--- src/rtl/spi_reg_pkg.sv ---
// Shared constants and types for the SPI register controller: register
// address map, frame length and control FSM state encoding.
package spi_reg_pkg;

  localparam logic [6:0] ADDR_EN_OUT_7_0  = 7'h00;
  localparam logic [6:0] ADDR_EN_OUT_15_8 = 7'h01;
  localparam logic [6:0] ADDR_EN_PWM_7_0  = 7'h02;
  localparam logic [6:0] ADDR_EN_PWM_15_8 = 7'h03;
  localparam logic [6:0] ADDR_PWM_DUTY    = 7'h04;

  localparam int unsigned NUM_REGS   = 5;
  localparam int unsigned FRAME_BITS = 16;
  localparam int unsigned CNT_W      = 5;

  localparam logic [CNT_W-1:0] CNT_FRAME    = CNT_W'(FRAME_BITS);
  localparam logic [CNT_W-1:0] CNT_SAT      = CNT_W'(FRAME_BITS + 1);
  localparam logic [CNT_W-1:0] CNT_HALF     = CNT_W'(FRAME_BITS / 2);
  localparam logic [CNT_W-1:0] CNT_RD_LATCH = CNT_W'(FRAME_BITS / 2 - 1);

  typedef enum logic [1:0] {
    IDLE,
    SHIFT,
    COMMIT
  } state_e;

endpackage

--- src/rtl/spi_sync_edge.sv ---
// Multi-flop synchronizer for one asynchronous pin, with single-cycle
// rise/fall pulses derived from the synchronized level.
module spi_sync_edge #(
  parameter int unsigned STAGES = 2
) (
  input  logic clk,
  input  logic rst_n,
  input  logic din,
  output logic level,
  output logic rise,
  output logic fall
);

  logic [STAGES-1:0] sync_q, sync_d;
  logic              prev_q, prev_d;

  always_comb begin
    sync_d = {sync_q[STAGES-2:0], din};
    prev_d = sync_q[STAGES-1];
  end

  always_ff @(posedge clk or negedge rst_n) begin
    if (!rst_n) begin
      sync_q <= '0;
      prev_q <= 1'b0;
    end else begin
      sync_q <= sync_d;
      prev_q <= prev_d;
    end
  end

  assign level = sync_q[STAGES-1];
  assign rise  = level & ~prev_q;
  assign fall  = ~level & prev_q;

endmodule

--- src/rtl/spi_register_controller.sv ---
// SPI-slave write path into the five PWM control registers.
// Optional readback of registers on cipo is enabled by defining SPI_READBACK_EN.
module spi_register_controller
  import spi_reg_pkg::*;
#(
  parameter int unsigned SYNC_STAGES = 2,
  parameter logic [6:0]  MAX_ADDR    = 7'h04
) (
  input  logic       clk,
  input  logic       rst_n,
  input  logic       sclk,
  input  logic       copi,
  input  logic       ncs,
  output logic       cipo,
  output logic [7:0] en_reg_out_7_0,
  output logic [7:0] en_reg_out_15_8,
  output logic [7:0] en_reg_pwm_7_0,
  output logic [7:0] en_reg_pwm_15_8,
  output logic [7:0] pwm_duty_cycle,
  output logic       wr_strobe
);

  logic sclk_lvl, sclk_rise, sclk_fall;
  logic ncs_lvl, ncs_rise, ncs_fall;
  logic copi_lvl, copi_rise, copi_fall;

  spi_sync_edge #(.STAGES(SYNC_STAGES)) u_sclk_sync (
    .clk(clk), .rst_n(rst_n), .din(sclk),
    .level(sclk_lvl), .rise(sclk_rise), .fall(sclk_fall)
  );

  spi_sync_edge #(.STAGES(SYNC_STAGES)) u_ncs_sync (
    .clk(clk), .rst_n(rst_n), .din(ncs),
    .level(ncs_lvl), .rise(ncs_rise), .fall(ncs_fall)
  );

  spi_sync_edge #(.STAGES(SYNC_STAGES)) u_copi_sync (
    .clk(clk), .rst_n(rst_n), .din(copi),
    .level(copi_lvl), .rise(copi_rise), .fall(copi_fall)
  );

  state_e             state_q, state_d;
  logic [CNT_W-1:0]   cnt_q, cnt_d;
  logic [15:0]        shift_q, shift_d;
  logic [7:0]         regs_q [NUM_REGS];
  logic [7:0]         regs_d [NUM_REGS];
  logic               wr_strobe_q, wr_strobe_d;

`ifdef SPI_READBACK_EN
  logic               rd_act_q, rd_act_d;
  logic [7:0]         rd_shift_q, rd_shift_d;
  logic               cipo_q, cipo_d;
  logic [7:0]         rd_val;
  logic               unused_sig;
  assign unused_sig = ^{sclk_lvl, copi_rise, copi_fall};
`else
  logic               unused_sig;
  assign unused_sig = ^{sclk_lvl, sclk_fall, ncs_lvl, copi_rise, copi_fall};
`endif

  always_comb begin
    state_d     = state_q;
    cnt_d       = cnt_q;
    shift_d     = shift_q;
    regs_d      = regs_q;
    wr_strobe_d = 1'b0;

    case (state_q)
      IDLE: begin
        if (ncs_fall) begin
          state_d = SHIFT;
          cnt_d   = '0;
          shift_d = '0;
          // an sclk edge coincident with the select edge is the first bit
          if (sclk_rise) begin
            cnt_d   = 5'd1;
            shift_d = {15'b0, copi_lvl};
          end
        end
      end
      SHIFT: begin
        if (ncs_rise) begin
          state_d = (cnt_q == CNT_FRAME) ? COMMIT : IDLE;
        end else if (sclk_rise) begin
          shift_d = {shift_q[14:0], copi_lvl};
          if (cnt_q != CNT_SAT) cnt_d = cnt_q + 5'd1;
        end
      end
      COMMIT: begin
        state_d = IDLE;
        if (shift_q[15] && (shift_q[14:8] <= MAX_ADDR)) begin
          wr_strobe_d = 1'b1;
          case (shift_q[14:8])
            ADDR_EN_OUT_7_0:  regs_d[0] = shift_q[7:0];
            ADDR_EN_OUT_15_8: regs_d[1] = shift_q[7:0];
            ADDR_EN_PWM_7_0:  regs_d[2] = shift_q[7:0];
            ADDR_EN_PWM_15_8: regs_d[3] = shift_q[7:0];
            ADDR_PWM_DUTY:    regs_d[4] = shift_q[7:0];
            default: ;
          endcase
        end
      end
      default: state_d = IDLE;
    endcase

`ifdef SPI_READBACK_EN
    rd_act_d   = rd_act_q;
    rd_shift_d = rd_shift_q;
    cipo_d     = cipo_q;

    case (shift_d[6:0])
      ADDR_EN_OUT_7_0:  rd_val = regs_q[0];
      ADDR_EN_OUT_15_8: rd_val = regs_q[1];
      ADDR_EN_PWM_7_0:  rd_val = regs_q[2];
      ADDR_EN_PWM_15_8: rd_val = regs_q[3];
      ADDR_PWM_DUTY:    rd_val = regs_q[4];
      default:          rd_val = '0;
    endcase
    if (shift_d[6:0] > MAX_ADDR) rd_val = '0;

    // latch on the 8th counted bit, using the just-shifted header byte
    if (state_q == SHIFT && !ncs_rise && sclk_rise && cnt_q == CNT_RD_LATCH && !shift_d[7]) begin
      rd_act_d   = 1'b1;
      rd_shift_d = rd_val;
    end
    if (sclk_fall && rd_act_q && cnt_q >= CNT_HALF && cnt_q < CNT_FRAME) begin
      cipo_d     = rd_shift_q[7];
      rd_shift_d = {rd_shift_q[6:0], 1'b0};
    end
    if (ncs_lvl || state_q != SHIFT) begin
      rd_act_d = 1'b0;
      cipo_d   = 1'b0;
    end
`endif
  end

  always_ff @(posedge clk or negedge rst_n) begin
    if (!rst_n) begin
      state_q     <= IDLE;
      cnt_q       <= '0;
      shift_q     <= '0;
      regs_q      <= '{default: '0};
      wr_strobe_q <= 1'b0;
`ifdef SPI_READBACK_EN
      rd_act_q    <= 1'b0;
      rd_shift_q  <= '0;
      cipo_q      <= 1'b0;
`endif
    end else begin
      state_q     <= state_d;
      cnt_q       <= cnt_d;
      shift_q     <= shift_d;
      regs_q      <= regs_d;
      wr_strobe_q <= wr_strobe_d;
`ifdef SPI_READBACK_EN
      rd_act_q    <= rd_act_d;
      rd_shift_q  <= rd_shift_d;
      cipo_q      <= cipo_d;
`endif
    end
  end

  assign en_reg_out_7_0  = regs_q[0];
  assign en_reg_out_15_8 = regs_q[1];
  assign en_reg_pwm_7_0  = regs_q[2];
  assign en_reg_pwm_15_8 = regs_q[3];
  assign pwm_duty_cycle  = regs_q[4];
  assign wr_strobe       = wr_strobe_q;

`ifdef SPI_READBACK_EN
  assign cipo = cipo_q;
`else
  assign cipo = 1'b0;
`endif

endmodule

--- config.mk ---
export PLATFORM = sky130hd
export DESIGN_NAME = spi_register_controller
export DESIGN_NICKNAME = d
export VERILOG_FILES = /design/src/rtl/spi_reg_pkg.sv /design/src/rtl/spi_sync_edge.sv /design/src/rtl/spi_register_controller.sv
export SDC_FILE = /design/constraint.sdc
export NUM_CORES = 1
export LEC_CHECK = 0
export CORE_AREA = 10 10 87 89
export CTS_CLUSTER_SIZE = 40
export DETAILED_ROUTE_END_ITERATION = 10
export DIE_AREA = 0 0 97 99
export PLACE_DENSITY = 0.74
export SYNTH_ARGS = -nofsm -noshare
export SYNTH_HDL_FRONTEND = slang
export SYNTH_SLANG_ARGS = --single-unit
--- constraint.sdc ---
create_clock -name clk -period 2.6 [get_ports clk]
set_input_delay 0.26 -clock clk [delete_from_list [all_inputs] [get_ports clk]]
set_output_delay 0.26 -clock clk [all_outputs]
set_load 0.02 [all_outputs]
# After elaboration in Yosys (flattened, before gate mapping)
# Index checks and enable logic that the tools add are counted.
# W data, S select, Z words.
# totals
ff_bits,72
inputBits,5
wordCells,64
# op_classes
add_sub_neg,1
magnitude_cmp,1
n_eq_ne,13
muxes,17
bitwise_logic,6
n_reduce_logical,12
# ops
operator,n
$mux W16,3
$pmux W16 S2,1
$mux W5,4
$reduce_and A3 Y1,5
$eq A7 B2 Y1 const B,2
$ne A2 B2 Y1 const B,5
$pmux W5 S2,1
$eq A7 B1 Y1 const B,1
$eq A7 B3 Y1 const B,1
$le A7 B3 Y1 const B,1
$logic_not A7 Y1,1
$mux W2,3
$add A5 B1 Y5 const B,1
$eq A5 B5 Y1 const B,1
$ne A5 B5 Y1 const B,1
$reduce_and A5 Y1,1
$mux W1,4
$pmux W2 S2,1
$reduce_and A4 Y1,1
$and A1 B1 Y1,3
$not A1 Y1,3
$eq A2 B1 Y1 const B,1
$eq A2 B2 Y1 const B,1
$logic_not A2 Y1,1
3 further kinds,3

# Logic depth before layout (Yosys ltp)
# Gate-level depths: netlist (run 1).
# logic_depth
ltp_word,5
depth_mapped,7

# By module
# A second synthesis (run 1) with hierarchy kept.
# unflattened
cells_unflattened,192
hier_area_um2,2884.0
# by_module_without_submodules
mod,n_inst,cells_each,area_each_um2,seq_area_each_um2
spi_register_controller,1,177,2613.8,1601.5
spi_sync_edge,3,5,90.1,75.1

# Worst setup path after synthesis (run 1)
# No wires, ideal clock.
# synth_path
path_kind,register -> register
start,register shift_q[13]
end,register regs_q (netlist bit en_reg_pwm_15_8[0])
t_arrival_ps,1943
setup_slack_ps,532
stages_incl_launch_ff,5
n_path_buf,0
synth_period_minus_slack_ps,2068
cell_sequence,dfrtp_1 > or4_4 > or3_4 > nor3_4 > mux2_2
# synth_via
elab_chain_len,3
elab_cells_between_ends,4
classes_between,1 x order compare; 1 x eq/ne; 2 x reduce/logical
# synth_lines
element,line,rtl
start: declaration,spi_register_controller.sv:44,"logic [15:0] shift_q, shift_d;"
start signal: assignment,spi_register_controller.sv:152,shift_q <= shift_d;
$le A7 B3 Y1,spi_register_controller.sv:91,if (shift_q[15] && (shift_q[14:8] <= MAX_ADDR)) begin
$logic_and A1 B1 Y1,spi_register_controller.sv:91,
$reduce_and A3 Y1 (no source line) *,n/a,
end signal: assignment,spi_register_controller.sv:153,regs_q <= regs_d;
end: declaration,spi_register_controller.sv:45,logic [7:0] regs_q [NUM_REGS];
# Mark *: on every way between the ends. The rest lies on a longest branch, timed or not.
# A chain may end at the register's enable or synchronous reset.

# Final worst setup path (run 1)
# layout_path
start,register state_q[0]
end,register cnt_q[4]
# layout_via
elab_chain_len,3
elab_cells_between_ends,9
classes_between,5 x eq/ne; 1 x mux; 3 x reduce/logical
# layout_lines
element,line,rtl
start: declaration,spi_register_controller.sv:42,"state_e state_q, state_d;"
start signal: assignment,spi_register_controller.sv:150,state_q <= state_d;
$eq A2 B1 Y1 or $logic_not A2 Y1 (tied branches),spi_register_controller.sv:68,case (state_q)
$ne A2 B2 Y1 (no source line) or $reduce_bool A2 Y1 (tied branches),n/a,
$reduce_and A5 Y1 (no source line),n/a,
end signal: assignment,spi_register_controller.sv:151,cnt_q <= cnt_d;
end: declaration,spi_register_controller.sv:43,"logic [CNT_W-1:0] cnt_q, cnt_d;"
# Several ways; a longest one is shown, not always the timed one.

==> results of run 1 <==
-- critical path, cell delays in order (launching register included) --
cell and delay, ns:
dfrtp_1 0.50, nor4b_1 0.77, a41oi_2 0.29, or3_1 0.47, a21oi_1 0.15
-- through the flow --
| step | total power, mW | instance area, sq um | hold slack (ns) |
|---|---|---|---|
| after floorplan | 1.312 | 2848 | -0.03559 |
| after global placement | 1.383 | 3415 | 0.2807 |
| after detailed placement | 1.391 | 3415 | 0.2864 |
| after CTS | 2.389 | 3655 | 0.3352 |
| after global routing | 2.463 | 3655 | 0.3416 |
| final | 2.374 | 3655 | 0.3500 |
-- sequential cells by signal, indices dropped and copies added (netlist names) --
| register | flops |
|---|---|
| u_ncs_sync.prev_q | 1 |
| cnt_q | 5 |
| u_copi_sync.sync_q | 2 |
| en_reg_pwm_7_0 | 8 |
| en_reg_out_7_0 | 8 |
| u_sclk_sync.prev_q | 1 |
| en_reg_pwm_15_8 | 8 |
| u_ncs_sync.sync_q | 2 |
| wr_strobe | 1 |
| shift_q | 16 |
| pwm_duty_cycle | 8 |
| en_reg_out_15_8 | 8 |
| u_sclk_sync.sync_q | 2 |
| state_q | 2 |
-- cells by family (layout without fill, tap and decap cells) --
kind of cell | Yosys count | in the layout | synth area share
adders and majority gates | 3 | 3 | 0.01318
muxes | 40 | 40 | 0.1582
buffers and inverters | 14 | 73 | 0.01977
and+or+nand+nor | 64 | 64 | 0.1173
other | 1 | 1 | 0.001317
AOI/OAI and AO/OA | 30 | 30 | 0.05756
DFF | 72 | 72 | 0.6327
-- metal layers --
metal	up-vias	share of wire	track usage
met5	-	0	0
met1	950	0.45	0.1619
li1	881	-	-
met2	38	0.49	0.2022
met4	0	0.020	0.07151
met3	8	0.045	0.03841
-- cell usage in the layout (no fill, tap or decap), types with 3 or more instances in the layout --
cell             netlist  final
dfrtp_1               72     72
clkdlybuf4s50_1        0     44
mux2_2                40     40
nand2_1               36     36
o21ai_0               22     22
clkbuf_8               0     10
inv_1                  5      5
buf_4                  1      5
a21oi_1                4      4
nand3_1                4      4
nor2_1                 3      3
nand2b_1               3      3
nor2b_1                3      3
ha_1                   3      3
-- what timing repair did --
item / in CTS / in global routing
endpoints found under the hold margin: 24 / 0
buffers inserted: 0 / 0
hold buffers: 1 / 0
endpoints found under the setup margin: 0 / 0
-- path summary, 6_finish.rpt --
| kind | start | to | depth (start not counted) |
|---|---|---|---|
| max in group asynchronous | rst_n | en_reg_out_15_8[7] | 3 |
| hold reg to reg | u_copi_sync.sync_q[0] | u_copi_sync.sync_q[1] | 0 |
| setup / recovery | state_q[0] | cnt_q[4] | 4 |
| min in group asynchronous | rst_n | state_q[0] | 2 |
| hold / removal | sclk | u_sclk_sync.sync_q[0] | 1 |
| setup reg to reg | state_q[0] | cnt_q[4] | 4 |
-- power breakdown --
group          total, mW  switching [mW]  internal (mW)
Clock               1.00           0.435          0.569
Sequential          1.22          0.0635           1.16
Combinational      0.149          0.0907         0.0581
Total               2.37           0.589           1.78
-- area by class of cell --
type                       instances  area share
sequential                        72      0.4930
clock buffer                      10     0.03766
inverter                           5    0.005135
tap                               75     0.02568
clock inverter                     6     0.02533
multi-input combinational        138      0.2729
timing repair buffer              52      0.1404
==> flow_summary.yaml, run 1 <==
outcome:
  status: "completed"
sta:
  rsz0062_at_grt: "false"
  tightest_slew_ns: 0.8035
  slew_viol_final: 0
  finalSetupTns_ns: 0
  clock.fmax_mhz: 444.3
  maxSlewHeadroom: 0.4568
  layout_min_cycle_time_ns: 2.251
  fin_crit_sh: 0.8656
  fin_ws_ns: 0.3494
  setup_viol: 0
  skew_ns: 0.009930
  hold_violations: 0
global_route:
  grt_max_degree: 28
  grt_pass1_wl_um: 10020
  gr-total-overflow: 0
  track_usage: 0.1312
  antenna_found_initial: 0
  grt_pass1_vias: 1912
finish:
  multi_input_area_sq_um: 997.2
  synthToLayoutAreaGrowth_pct: 28.34
  ff_latch_area_sq_mm: 0.001802
  final_cells: 358
  drive_gt1_frac: 0.2403
  nets: 286
  final_util: 0.6247
  nFillCells: 460
  antennaDiodeCount: 0
setup_path:
  critPathCaptureType: "flip-flop"
  critPathArrivalTime_ns: 2.53
  start_kind: "flip-flop"
  critPathMaxFanout: 14
  cp.required_ns: 2.88
  critPathKind: "reg -> reg"
  regToRegSetupSlack_ns: 0.35
place:
  place_inst: 341
  io_buffer_count: 45
  post-dp-hpwl_um: 4218
  post-place-ws_ns: 0.3608
  routabilityCongestion: 0.8000
logic_synthesis:
  synth_top_cell_area_share: 0.6327
  synth_top_area_cell: "dfrtp_1"
  synth_most_common_cell: "dfrtp_1"
  synthDistinctLibCells: 29
  async_flop_share: 1.000
  synth_nets: 232
  yosys_warnings: 0
  syn_area_sq_mm: 0.002848
  ys_top_cells_by_area: "dfrtp_1 (63%), mux2_2 (16%), nand2_1 (4.7%)"
  yosysSeqAreaShare: 0.6327
  ys_ff_latch: 72
  synth_common_cells: "dfrtp_1 (72), mux2_2 (40), nand2_1 (36)"
  syn_inst: 224
  synth_edf_count: 0
  synth.avg_cell_area_sq_um: 12.71
  synth_flop_cell: "dfrtp_1"
power_and_ir_drop:
  powerDensity_mw_per_mm2: 649.6
  peakVddDrop_uv: 391.9
  leakage_nw: 1.675
floorplan:
  rows: 28
  dieHeight_um: 99
  io_pins: 47
  start_util: 0.4867
  fp.dieArea_sq_mm: 0.009603
  die_w_um: 97
  coreArea_sq_mm: 0.005851
clock_tree:
  clk_path_buf_depth: 2
  cts-buffers-inserted: 9
  cts_htree_levels: 3
  cts_tree: "yes"
  ctsResizeCount: 0
  clkSinkCount: 72
  clk_pin_slew_ns: 0.08
  clock_latency_ns: 0.35
  cts_root_buf: "clkbuf_8"
drt:
  drt_iter0_drc: 111
  drcViolationCount: 0
  dr.pass1.iters: 4
  postRouteAntennaNets: 0
  wl_per_cell_um: 17.09
  routed_via_density: 5.243
  dr_total_vias: 1877
  wl_um: 6117
hold_path:
  hp-class: "in -> reg"
run:
  max-cap-violations: 0
Power figures use the tool's default switching activity.
==> run 2: changes to the inputs <==
Settings changed: TNS_END_PERCENT set to 30.
==> results of run 2 <==
The final DEF is identical to that of run 1; final timing and power are the same.
==> run 3: changes to the inputs <==
Settings changed: CORE_AREA 10 10 87 89 to 10 10 118 120, DIE_AREA 0 0 97 99 to 0 0 128 130, PLACE_DENSITY 0.74 to not set.
==> run 3 against run 2 <==
Net effect:
- flip-flop and latch count did not move
- sequential share of layout area fell by 2.2 points
- clock power rose by 33%
- first-iteration DRC count rose by 42%
- design area rose by 4.7%
- global-route usage fell by 5.0 points
- wire length rose by 3.8%
- clock-buffer cell count did not move
- critical path type unchanged
- critical endpoint is now en_reg_pwm_15_8[3]
- largest power group is now clock
- highest routed layer unchanged
==> flow_summary.yaml, run 3 (synthesized netlist as in run 1, its figures left out) <==
setup_path:
  critPathKind: "reg -> reg"
  cp.required_ns: 2.82
  crit_chain: "or4_4 > or3_4 > nor3_4 > mux2_2"
  critPathArrivalTime_ns: 2.46
  cp_slowest_cell: "dfrtp_1"
  critPathMaxFanout: 11
  critPathCaptureType: "flip-flop"
  max_stage_delay_ns: 0.49
  start_kind: "flip-flop"
floorplan:
  dieHeight_um: 130
  io_pins: 47
  rows: 40
  die_w_um: 128
  coreArea_sq_mm: 0.01171
  fp.dieArea_sq_mm: 0.01664
  start_util: 0.2432
finish:
  finalInstanceArea_sq_mm: 0.003827
  drive_gt1_frac: 0.2340
  final_util: 0.3268
  synthToLayoutAreaGrowth_pct: 34.40
  largest_register_ffs: 16
  nets: 285
  nFillCells: 1185
  antennaDiodeCount: 0
  final_common_cell: "dfrtp_1"
  mostFrequentLayoutCells: "dfrtp_1 (72), clkdlybuf4s50_1 (44), mux2_2 (40), nand2_1 (36), o21ai_0 (22)"
  regMostFlops: "shift_q"
  ff_latch_area_sq_mm: 0.001802
  multi_input_area_sq_um: 997.2
sta:
  layout_min_cycle_time_ns: 2.241
  clock.fmax_mhz: 446.2
  hold_violations: 0
  hold_slack_ns: 0.3450
  fin_crit_sh: 0.8619
  tightest_slew_ns: 0.7828
  finalSetupTns_ns: 0
  setup_viol: 0
  rsz0062_at_grt: "false"
  skew_ns: 0.006245
  maxSlewHeadroom: 0.4781
  slew_viol_final: 0
power_and_ir_drop:
  peakVddDrop_uv: 259.0
  p_total_mw: 2.701
  powerDensity_mw_per_mm2: 705.8
  leakage_nw: 1.718
global_route:
  grt_pass1_vias: 1975
  grt_max_degree: 47
  track_usage: 0.08101
  grt_pass1_wl_um: 10640
  gr-total-overflow: 0
  antenna_found_initial: 0
drt:
  drt_iter0_drc: 158
  routed_via_density: 4.408
  drcViolationCount: 0
  wl_per_cell_um: 14.79
  postRouteAntennaNets: 0
  wl_um: 6347
  dr_total_vias: 1891
  dr.pass1.iters: 4
clock_tree:
  clk_pin_slew_ns: 0.06
  cts-buffers-inserted: 9
  cts_tree: "yes"
  cts_htree_levels: 3
  cts_setup_buffers: 0
  clkSinkCount: 72
  cts_root_buf: "clkbuf_16"
  clk_path_buf_depth: 2
  clock_latency_ns: 0.33
place:
  io_buffer_count: 45
  post-dp-hpwl_um: 4438
  postPlaceCellArea_sq_mm: 0.003497
  routabilityCongestion: 0.7195
run:
  max-cap-violations: 0
outcome:
  status: "completed"
hold_path:
  hp-class: "reg -> reg"
run 3: worst paths after layout:
path / from / to / slack [ns] / cells after the start
setup / recovery: state_q[0] / en_reg_pwm_15_8[3] / 0.36 / 4
hold / removal: u_sclk_sync.sync_q[0] / u_sclk_sync.sync_q[1] / 0.34 / 0
setup reg to reg: state_q[0] / en_reg_pwm_15_8[3] / 0.36 / 4
hold reg to reg: u_sclk_sync.sync_q[0] / u_sclk_sync.sync_q[1] / 0.34 / 0
max in group asynchronous: rst_n / pwm_duty_cycle[5] / 1.45 / 3
min in group asynchronous: rst_n / u_copi_sync.sync_q[0] / 0.48 / 2
run 3: routing by layer:
metal  routed length (um)  up-vias  part of all wire  track usage
met5                    0        -                 0            0
met2                 2991       52              0.47       0.1221
met4                   63        0            0.0099      0.02384
met3                  467        9             0.074      0.03895
li1                     -      884                 -            -
met1                 2824      946              0.44       0.1006
run 3: report_power, final:
| part | leakage, nW | internal [mW] | total [mW] | switching (mW) |
|---|---|---|---|---|
| Sequential | 0.980 | 1.16 | 1.22 | 0.0615 |
| Clock | 0.157 | 0.847 | 1.33 | 0.487 |
| Combinational | 0.580 | 0.0554 | 0.147 | 0.0912 |
run 3: repair_timing:
action                                 in CTS  in global routing
resized for setup                           0                  0
hold buffers                                1                  0
endpoints found under the hold margin      26                  0
run 3: worst max-delay path, delay by kind of cell, from the launching register on:
| kind | cells | cell delay (ns) |
|---|---|---|
| flip-flops | 1 | 0.49 |
| AND/OR/NAND/NOR | 3 | 1.25 |
| multiplexers | 1 | 0.39 |
run 3: stage by stage:
| step | std cells | setup slack, ns |
|---|---|---|
| floorplan | 224 | 0.5319 |
| global placement | 412 | 0.4120 |
| detailed placement | 412 | 0.3783 |
| CTS | 429 | 0.3492 |
| global route | 429 | 0.2373 |
| finish | 429 | 0.3590 |
run 3: area by class of cell:
| type | instances | area share |
|---|---|---|
| flip-flops and latches | 72 | 0.4707 |
| multi-input cells | 138 | 0.2605 |
| repair buffers | 51 | 0.1321 |
| clock buffers | 10 | 0.05982 |
| well taps | 147 | 0.04805 |
| clock inverters | 6 | 0.02386 |
| inverters | 5 | 0.004904 |
